`src/rtl/uart_rx_fsm_p.sv`:
```
// UART receiver control FSM: sequences start/data/parity/stop phases and emits frame result pulses.
// Optional break detection is enabled by defining UART_RX_BREAK_DET_EN.
module uart_rx_fsm_p #(
  parameter int DATA_W = 8,
  parameter int BCNT_W = 4
) (
  input  logic              CLK,
  input  logic              RST,
  input  logic              RX_IN,
  input  logic              PAR_EN,
  input  logic              STOP2,
  input  logic              bit_done,
  input  logic              strt_glitch,
  input  logic              par_err,
  input  logic              stp_err,
  output logic              dat_sampl_en,
  output logic              enable,
  output logic              str_chk_en,
  output logic              deser_en,
  output logic              par_chk_en,
  output logic              stp_chk_en,
  output logic [BCNT_W-1:0] bit_idx,
  output logic              data_valid,
  output logic              frame_err,
  output logic              par_err_o,
  output logic              busy
);

  typedef enum logic [2:0] {
    IDLE   = 3'd0,
    START  = 3'd1,
    DATA   = 3'd2,
    PARITY = 3'd3,
    STOP   = 3'd4,
    VALID  = 3'd5
`ifdef UART_RX_BREAK_DET_EN
    , BREAK = 3'd6
`endif
  } state_t;

  localparam logic [BCNT_W-1:0] LAST_IDX = BCNT_W'(DATA_W - 1);

  state_t            state, state_nxt;
  logic [BCNT_W-1:0] bit_idx_nxt;
  logic              stop_cnt, stop_cnt_nxt;
  logic              par_en_q, par_en_nxt;
  logic              stop2_q, stop2_nxt;
  logic              dv_nxt, fe_nxt, pe_nxt;
`ifdef UART_RX_BREAK_DET_EN
  logic              zeros_q, zeros_nxt;
`endif

  always_ff @(posedge CLK or posedge RST) begin
    if (RST) begin
      state      <= IDLE;
      bit_idx    <= '0;
      stop_cnt   <= 1'b0;
      par_en_q   <= 1'b0;
      stop2_q    <= 1'b0;
      data_valid <= 1'b0;
      frame_err  <= 1'b0;
      par_err_o  <= 1'b0;
`ifdef UART_RX_BREAK_DET_EN
      zeros_q    <= 1'b0;
`endif
    end else begin
      state      <= state_nxt;
      bit_idx    <= bit_idx_nxt;
      stop_cnt   <= stop_cnt_nxt;
      par_en_q   <= par_en_nxt;
      stop2_q    <= stop2_nxt;
      data_valid <= dv_nxt;
      frame_err  <= fe_nxt;
      par_err_o  <= pe_nxt;
`ifdef UART_RX_BREAK_DET_EN
      zeros_q    <= zeros_nxt;
`endif
    end
  end

  always_comb begin
    state_nxt    = state;
    bit_idx_nxt  = bit_idx;
    stop_cnt_nxt = stop_cnt;
    par_en_nxt   = par_en_q;
    stop2_nxt    = stop2_q;
    dv_nxt       = 1'b0;
    fe_nxt       = 1'b0;
    pe_nxt       = 1'b0;
    dat_sampl_en = 1'b0;
    enable       = 1'b0;
    str_chk_en   = 1'b0;
    deser_en     = 1'b0;
    par_chk_en   = 1'b0;
    stp_chk_en   = 1'b0;
    busy         = 1'b0;
`ifdef UART_RX_BREAK_DET_EN
    zeros_nxt    = zeros_q;
`endif
    case (state)
      IDLE: begin
        stop_cnt_nxt = 1'b0;
        if (!RX_IN) begin
          state_nxt  = START;
          par_en_nxt = PAR_EN;
          stop2_nxt  = STOP2;
        end
      end
      START: begin
        busy         = 1'b1;
        str_chk_en   = 1'b1;
        dat_sampl_en = 1'b1;
        enable       = 1'b1;
        if (bit_done) begin
          if (strt_glitch) begin
            state_nxt = IDLE;
          end else begin
            state_nxt   = DATA;
            bit_idx_nxt = '0;
`ifdef UART_RX_BREAK_DET_EN
            zeros_nxt   = 1'b1;
`endif
          end
        end
      end
      DATA: begin
        busy         = 1'b1;
        deser_en     = 1'b1;
        dat_sampl_en = 1'b1;
        enable       = 1'b1;
        if (bit_done) begin
`ifdef UART_RX_BREAK_DET_EN
          zeros_nxt = zeros_q & ~RX_IN;
`endif
          // bit_idx parks on the last index so it never wraps past DATA_W-1
          if (bit_idx == LAST_IDX) begin
            state_nxt    = par_en_q ? PARITY : STOP;
            stop_cnt_nxt = 1'b0;
          end else begin
            bit_idx_nxt = bit_idx + BCNT_W'(1);
          end
        end
      end
      PARITY: begin
        busy         = 1'b1;
        par_chk_en   = 1'b1;
        dat_sampl_en = 1'b1;
        enable       = 1'b1;
        if (bit_done) begin
`ifdef UART_RX_BREAK_DET_EN
          zeros_nxt = zeros_q & ~RX_IN;
`endif
          if (par_err) begin
            state_nxt = IDLE;
            pe_nxt    = 1'b1;
          end else begin
            state_nxt = STOP;
          end
        end
      end
      STOP: begin
        busy         = 1'b1;
        stp_chk_en   = 1'b1;
        dat_sampl_en = 1'b1;
        enable       = 1'b1;
        if (bit_done) begin
          if (stp_err) begin
            fe_nxt    = 1'b1;
`ifdef UART_RX_BREAK_DET_EN
            state_nxt = zeros_q ? BREAK : IDLE;
`else
            state_nxt = IDLE;
`endif
          end else if (!stop2_q || stop_cnt) begin
            state_nxt = VALID;
          end else begin
            stop_cnt_nxt = 1'b1;
          end
        end
      end
      VALID: begin
        busy   = 1'b1;
        dv_nxt = 1'b1;
        // a start bit landing in this cycle chains straight into the next frame
        if (!RX_IN) begin
          state_nxt  = START;
          par_en_nxt = PAR_EN;
          stop2_nxt  = STOP2;
        end else begin
          state_nxt = IDLE;
        end
      end
`ifdef UART_RX_BREAK_DET_EN
      BREAK: begin
        busy = 1'b1;
        if (RX_IN) state_nxt = IDLE;
      end
`endif
      default: begin
        state_nxt = IDLE;
      end
    endcase
  end

endmodule

```
`config.mk`:
```
export PLATFORM = sky130hd
export DESIGN_NAME = uart_rx_fsm_p
export DESIGN_NICKNAME = d
export VERILOG_FILES = /design/src/rtl/uart_rx_fsm_p.sv
export SDC_FILE = /design/constraint.sdc
export NUM_CORES = 1
export LEC_CHECK = 0
export CAP_MARGIN = 30
export CORE_UTILIZATION = 41
export CTS_BUF_LIST = sky130_fd_sc_hd__clkbuf_8 sky130_fd_sc_hd__clkbuf_16
export DETAILED_ROUTE_END_ITERATION = 10
export PLACE_DENSITY = 0.82
export SETUP_SLACK_MARGIN = 0.5
export SYNTH_ARGS = -nofsm -noshare
export SYNTH_HDL_FRONTEND = slang
export SYNTH_SLANG_ARGS = --single-unit
```
`constraint.sdc`:
```
create_clock -name CLK -period 1.55 [get_ports CLK]
set_input_delay 0.2325 -clock CLK [delete_from_list [all_inputs] [get_ports CLK]]
set_output_delay 0.2325 -clock CLK [all_outputs]
set_load 0.005 [all_outputs]
```
[Word level (Yosys, flattened, before mapping)]
Cells that the tools add are included.
Word-level totals
  word-level logic and storage cells: 76
  flip-flop bits (word level): 13
Operators by class
  equal/unequal tests: 17
  add/sub/neg operators: 1
  bitwise logic cells: 1
  reduce and logical (&&, ||, !) cells: 12
  muxes and demuxes: 37
Operators by type and width (number)
  $mux W3: 10
  $ne A2 B2 Y1 const B: 10
  $mux W1: 19
  $pmux W3 S6: 1
  $mux W4: 4
  $pmux W4 S2: 1
  $reduce_and A7 Y1: 1
  $eq A3 B2 Y1 const B: 2
  $eq A3 B3 Y1 const B: 2
  $reduce_and A6 Y1: 1
  $reduce_and A5 Y1: 1
  $reduce_or A5 Y1: 1
  $add A4 B1 Y4 const B: 1
  $eq A4 B3 Y1 const B: 1
  $reduce_or A4 Y1: 1
  $eq A3 B1 Y1 const B: 1
  $logic_not A3 Y1: 1
  $ne A3 B3 Y1 const B: 1
  $pmux W1 S3: 1
  $reduce_bool A3 Y1: 1
  $mux W2: 1
  $reduce_and A2 Y1: 1
  $reduce_bool A2 Y1: 1
  $reduce_or A2 Y1: 1
  other kinds (3): 3

[Logic depth before layout (Yosys ltp)]
  depth in word-level cells: 6
  gate-level depth with buffers: 6
  mapped depth without buffers: 5

[Worst setup path before layout]
OpenSTA, ideal clock, no wires.
  kind: register -> register
  start: register bit_idx[0]
  end: register bit_idx[0]
  arrival time: 1.325 ns
  required time: 1.425 ns
  slack: 0.100 ns
  stages on the path, launching flop included: 6
  setup time: 0.125 ns
  clock period less this slack: 1.450 ns
  path buffers: 0
  cell sequence: dfrtp_1 -> ha_1 -> nand3b_2 -> nor3b_2 -> nor2_1 -> mux2_2
Between the ends
  word-level cells in the longest chain between the ends: 4
Ends and longest elaborated chain
  start, declared: RTL line 22  | output logic [BCNT_W-1:0] bit_idx,
  start signal, assigned: RTL line 68  | bit_idx <= bit_idx_nxt;
  $add A4 B1 Y4: RTL line 140  | bit_idx_nxt = bit_idx + BCNT_W'(1);
  $mux W4: RTL line 136  | if (bit_idx == LAST_IDX) begin
  $mux W4: RTL line 131  | if (bit_done) begin
  $pmux W4 S2: RTL line 100  | case (state)
Parallel ways exist; a longest one is shown, timed or not. The select of a mux whose other input is x is not followed.
A chain may end at the register's enable or synchronous reset.

[Final worst setup path]
  start: register state[2]
  end: register bit_idx[3]
Between the ends
  word-level cells in the longest chain between the ends: 3
Ends and longest elaborated chain
  start, declared: RTL line 43  | state_t state, state_nxt;
  start signal, assigned: RTL line 67  | state <= state_nxt;
  $eq A3 B2 Y1 / $eq A3 B1 Y1 (equally long branches): RTL line 100
  $ne A2 B2 Y1 (no line) / $reduce_bool A2 Y1 (equally long branches)
  $reduce_and A5 Y1 (no line)
Parallel ways exist; a longest one is shown, timed or not.

==> results.py <==
metrics = {
    "status": {
        "outcome": "complete, but fails checks",
        "violations": "negative setup slack",
    },
    "cts": {
        "cts_buffers": 3,
        "cts_tree": "yes",
        "clock_latency_ns": 0.24,
        "htree_num_levels": 1,
        "clk_pin_slew_ns": 0.06,
        "clock-sinks": 13,
        "cts-root-buf": "clkbuf_8",
        "cts_hold_buf": 0,
        "cts_buffer_depth": 2,
    },
    "synth": {
        "ys.flop_type": "dfrtp_1",
        "ys_types": 42,
        "ys_ff_latch": 13,
        "synth_enable_flop_cells": 0,
        "syn_area_per_cell_sq_um": 9.886,
        "syn_nets": 91,
        "postSynthCellCount": 81,
        "yosysWarnings": 0,
        "ys_async_sr_fraction": 1.000,
        "syn_area_sq_um": 800.8,
        "ys_seq_area_frac": 0.4063,
    },
    "power_and_ir_drop": {
        "combPwrFrac": 0.756,
        "p_leak_nw": 0.8340,
        "switchingPower_w": 0.001515,
        "p_int_w": 0.002275,
        "ir_worst_vdd_mv": 1.803,
        "pwr-share-seq": 0.161,
        "clockPowerShare": 0.083,
        "fin_total_pwr_w": 0.003790,
        "cellPowerDensity_nw_per_um2": 2209,
        "switching_share": 0.3997,
    },
    "worst_setup_path": {
        "endpoint_kind": "flop",
        "cp_max_fo": 3,
        "start_kind": "flop",
        "cp.required_ns": 1.72,
        "arrival_ns": 1.85,
        "critical_path_class": "flop to flop",
    },
    "drt": {
        "route.detailed.drc": 0,
        "totalWireLength_um": 4467,
        "antenna_left": 0,
        "drtPass1Iterations": 4,
        "first_iter_violations": 59,
        "avgRoutedWirePerCell_um": 25.38,
        "via_per_inst": 6.165,
        "vias": 1085,
    },
    "cells_and_area": {
        "fin_util": 0.9621,
        "diodes": 0,
        "area_delta_synth_final_pct": 114.2,
        "final_cell_mix": "26 x buf_4, 23 x buf_6, 9 x dfrtp_1",
        "layout_commonest_cell": "buf_4",
        "design_area_sq_um": 1715,
        "fin_nets": 162,
        "drive_gt1_frac": 0.6887,
    },
    "placed_design": {
        "placed_area_sq_um": 1252,
        "place_hpwl_um": 1606,
        "port_buffers": 22,
        "gp_congestion": 0.8527,
    },
    "timing": {
        "period_needed_ns": 1.685,
        "final.setup.worst_slack_ns": -0.1346,
        "fin_crit_sh": 1.087,
        "slew_viol_final": 0,
        "slew_headroom": 0.6257,
        "hold_violations": 0,
        "fmax_mhz": 593.6,
        "rsz0062_at_grt": "true",
        "fin_tns_setup_ns": -0.7067,
        "setup_violations": 12,
        "tightest_slew_ns": 0.5608,
        "hold_slack_ns": 0.3499,
        "finClkSkew_ns": 0.002530,
    },
    "floorplanning": {
        "std_cell_rows": 15,
        "dieArea_sq_um": 2134,
        "die_y_um": 46.20,
        "dieWidth_um": 46.20,
        "ioPinCount": 23,
        "core-area_sq_um": 1783,
        "start_util": 0.4491,
    },
    "grt": {
        "grt_use_total": 0.3858,
        "grt_max_degree": 14,
        "grt_pass1_vias": 1033,
        "grt_pass1_wl_um": 5478,
        "overflow": 0,
        "grt_antenna_before_repair": 0,
    },
    "min_path": {
        "hp-class": "primary input to async pin",
    },
    "job": {
        "cap_violations": 0,
    },
}
==> metrics by stage <==
step / std cells / worst slack (ns)
floorplan: 81 / 0.1980
global route: 176 / -0.1823
global placement: 141 / -0.01369
finish: 176 / -0.1346
CTS: 168 / -0.04508
detailed placement: 141 / -0.06263
==> cell families after synthesis <==
kind of cell             share of synthesized area
multiplexers                               0.05469
adder cells (fa/ha/maj)                    0.01562
buffers and inverters                      0.07030
AND/OR/NAND/NOR                             0.2547
XOR/XNOR                                   0.01094
flip-flops                                  0.4062
AO/OA/AOI/OAI                               0.1875
==> final cells by class <==
| cell class | count | area [sq um] |
|---|---|---|
| clock buffers | 3 | 41.29 |
| clock inverters | 1 | 3.754 |
| inverters | 5 | 23.77 |
| flip-flops and latches | 13 | 330.3 |
| multi-input cells | 58 | 593.1 |
| well taps | 25 | 31.28 |
| fillers | 37 | 67.56 |
| repair buffers | 71 | 691.9 |
==> power by group through the flow <==
| stage | logic, W | clock network [W] | registers, W |
|---|---|---|---|
| after global placement | 0.00154 | 0 | 0.000595 |
| after global routing | 0.00294 | 0.000335 | 0.000615 |
| after floorplan | 0.000916 | 0 | 0.000607 |
| after detailed placement | 0.00159 | 0 | 0.000608 |
| final | 0.00287 | 0.000313 | 0.000610 |
| after CTS | 0.00226 | 0.000313 | 0.000579 |
==> registers in the layout (all words and copies together), names as in the netlist <==
name,cells
data_valid,1
par_err_o,1
state,3
frame_err,1
stop_cnt,1
bit_idx,4
stop2_q,1
par_en_q,1
==> worst paths after layout <==
path	start	to	slack [ns]	cells past startpoint
min in group CLK	stop2_q$_DFFE_PP0P_	stop2_q$_DFFE_PP0P_	0.52	1
hold / removal	RST	data_valid$_DFF_PP0_	0.35	2
setup reg to reg	state[2]$_DFFE_PP0P_	bit_idx[3]$_DFFE_PP0P_	-0.13	7
hold reg to reg	stop2_q$_DFFE_PP0P_	stop2_q$_DFFE_PP0P_	0.52	1
setup / recovery	state[2]$_DFFE_PP0P_	bit_idx[3]$_DFFE_PP0P_	-0.13	7
max in group asynchronous	RST	bit_idx[0]$_DFFE_PP0P_	0.80	2
==> Yosys cell counts (all sizes together), types with 2 or more instances <==
cell / instances / area (sq um)
a21oi: 3 / 15.01
o22ai: 2 / 12.51
o31ai: 2 / 15.01
mux2: 3 / 33.78
inv: 4 / 15.01
a31oi: 3 / 18.77
nand2b: 5 / 38.78
nand4: 2 / 12.51
nor2: 5 / 18.77
nor3: 2 / 15.01
buf: 5 / 36.28
and2: 2 / 12.51
nand2: 3 / 13.77
nor2b: 2 / 12.51
nor3b: 3 / 27.52
dfrtp: 13 / 325.3
o21ai: 3 / 15.01
and3: 3 / 18.77
==> layer usage <==
metal	GRT usage	wire, um
met2	0.6479	2149
met1	0.4647	1708
met4	0.2059	161
met3	0.06667	447
met5	0	0
==> worst max-delay path, cell delays in order (launching register included) <==
cell and delay, ns:
dfrtp_2 0.43, buf_6 0.13, or3b_4 0.42, buf_4 0.15
buf_6 0.11, a31oi_1 0.19, o31ai_1 0.10, o21ai_1 0.09
==> timing repair <==
| action | in CTS | in global routing |
|---|---|---|
| endpoints found under the setup margin | 27 | 25 |
| cloned | 1 | 0 |
| pin swaps | 13 | 8 |
| buffers inserted | 22 | 8 |
| gates resized for setup | 90 | 15 |
No activity file was read; power rests on OpenSTA's default activity.
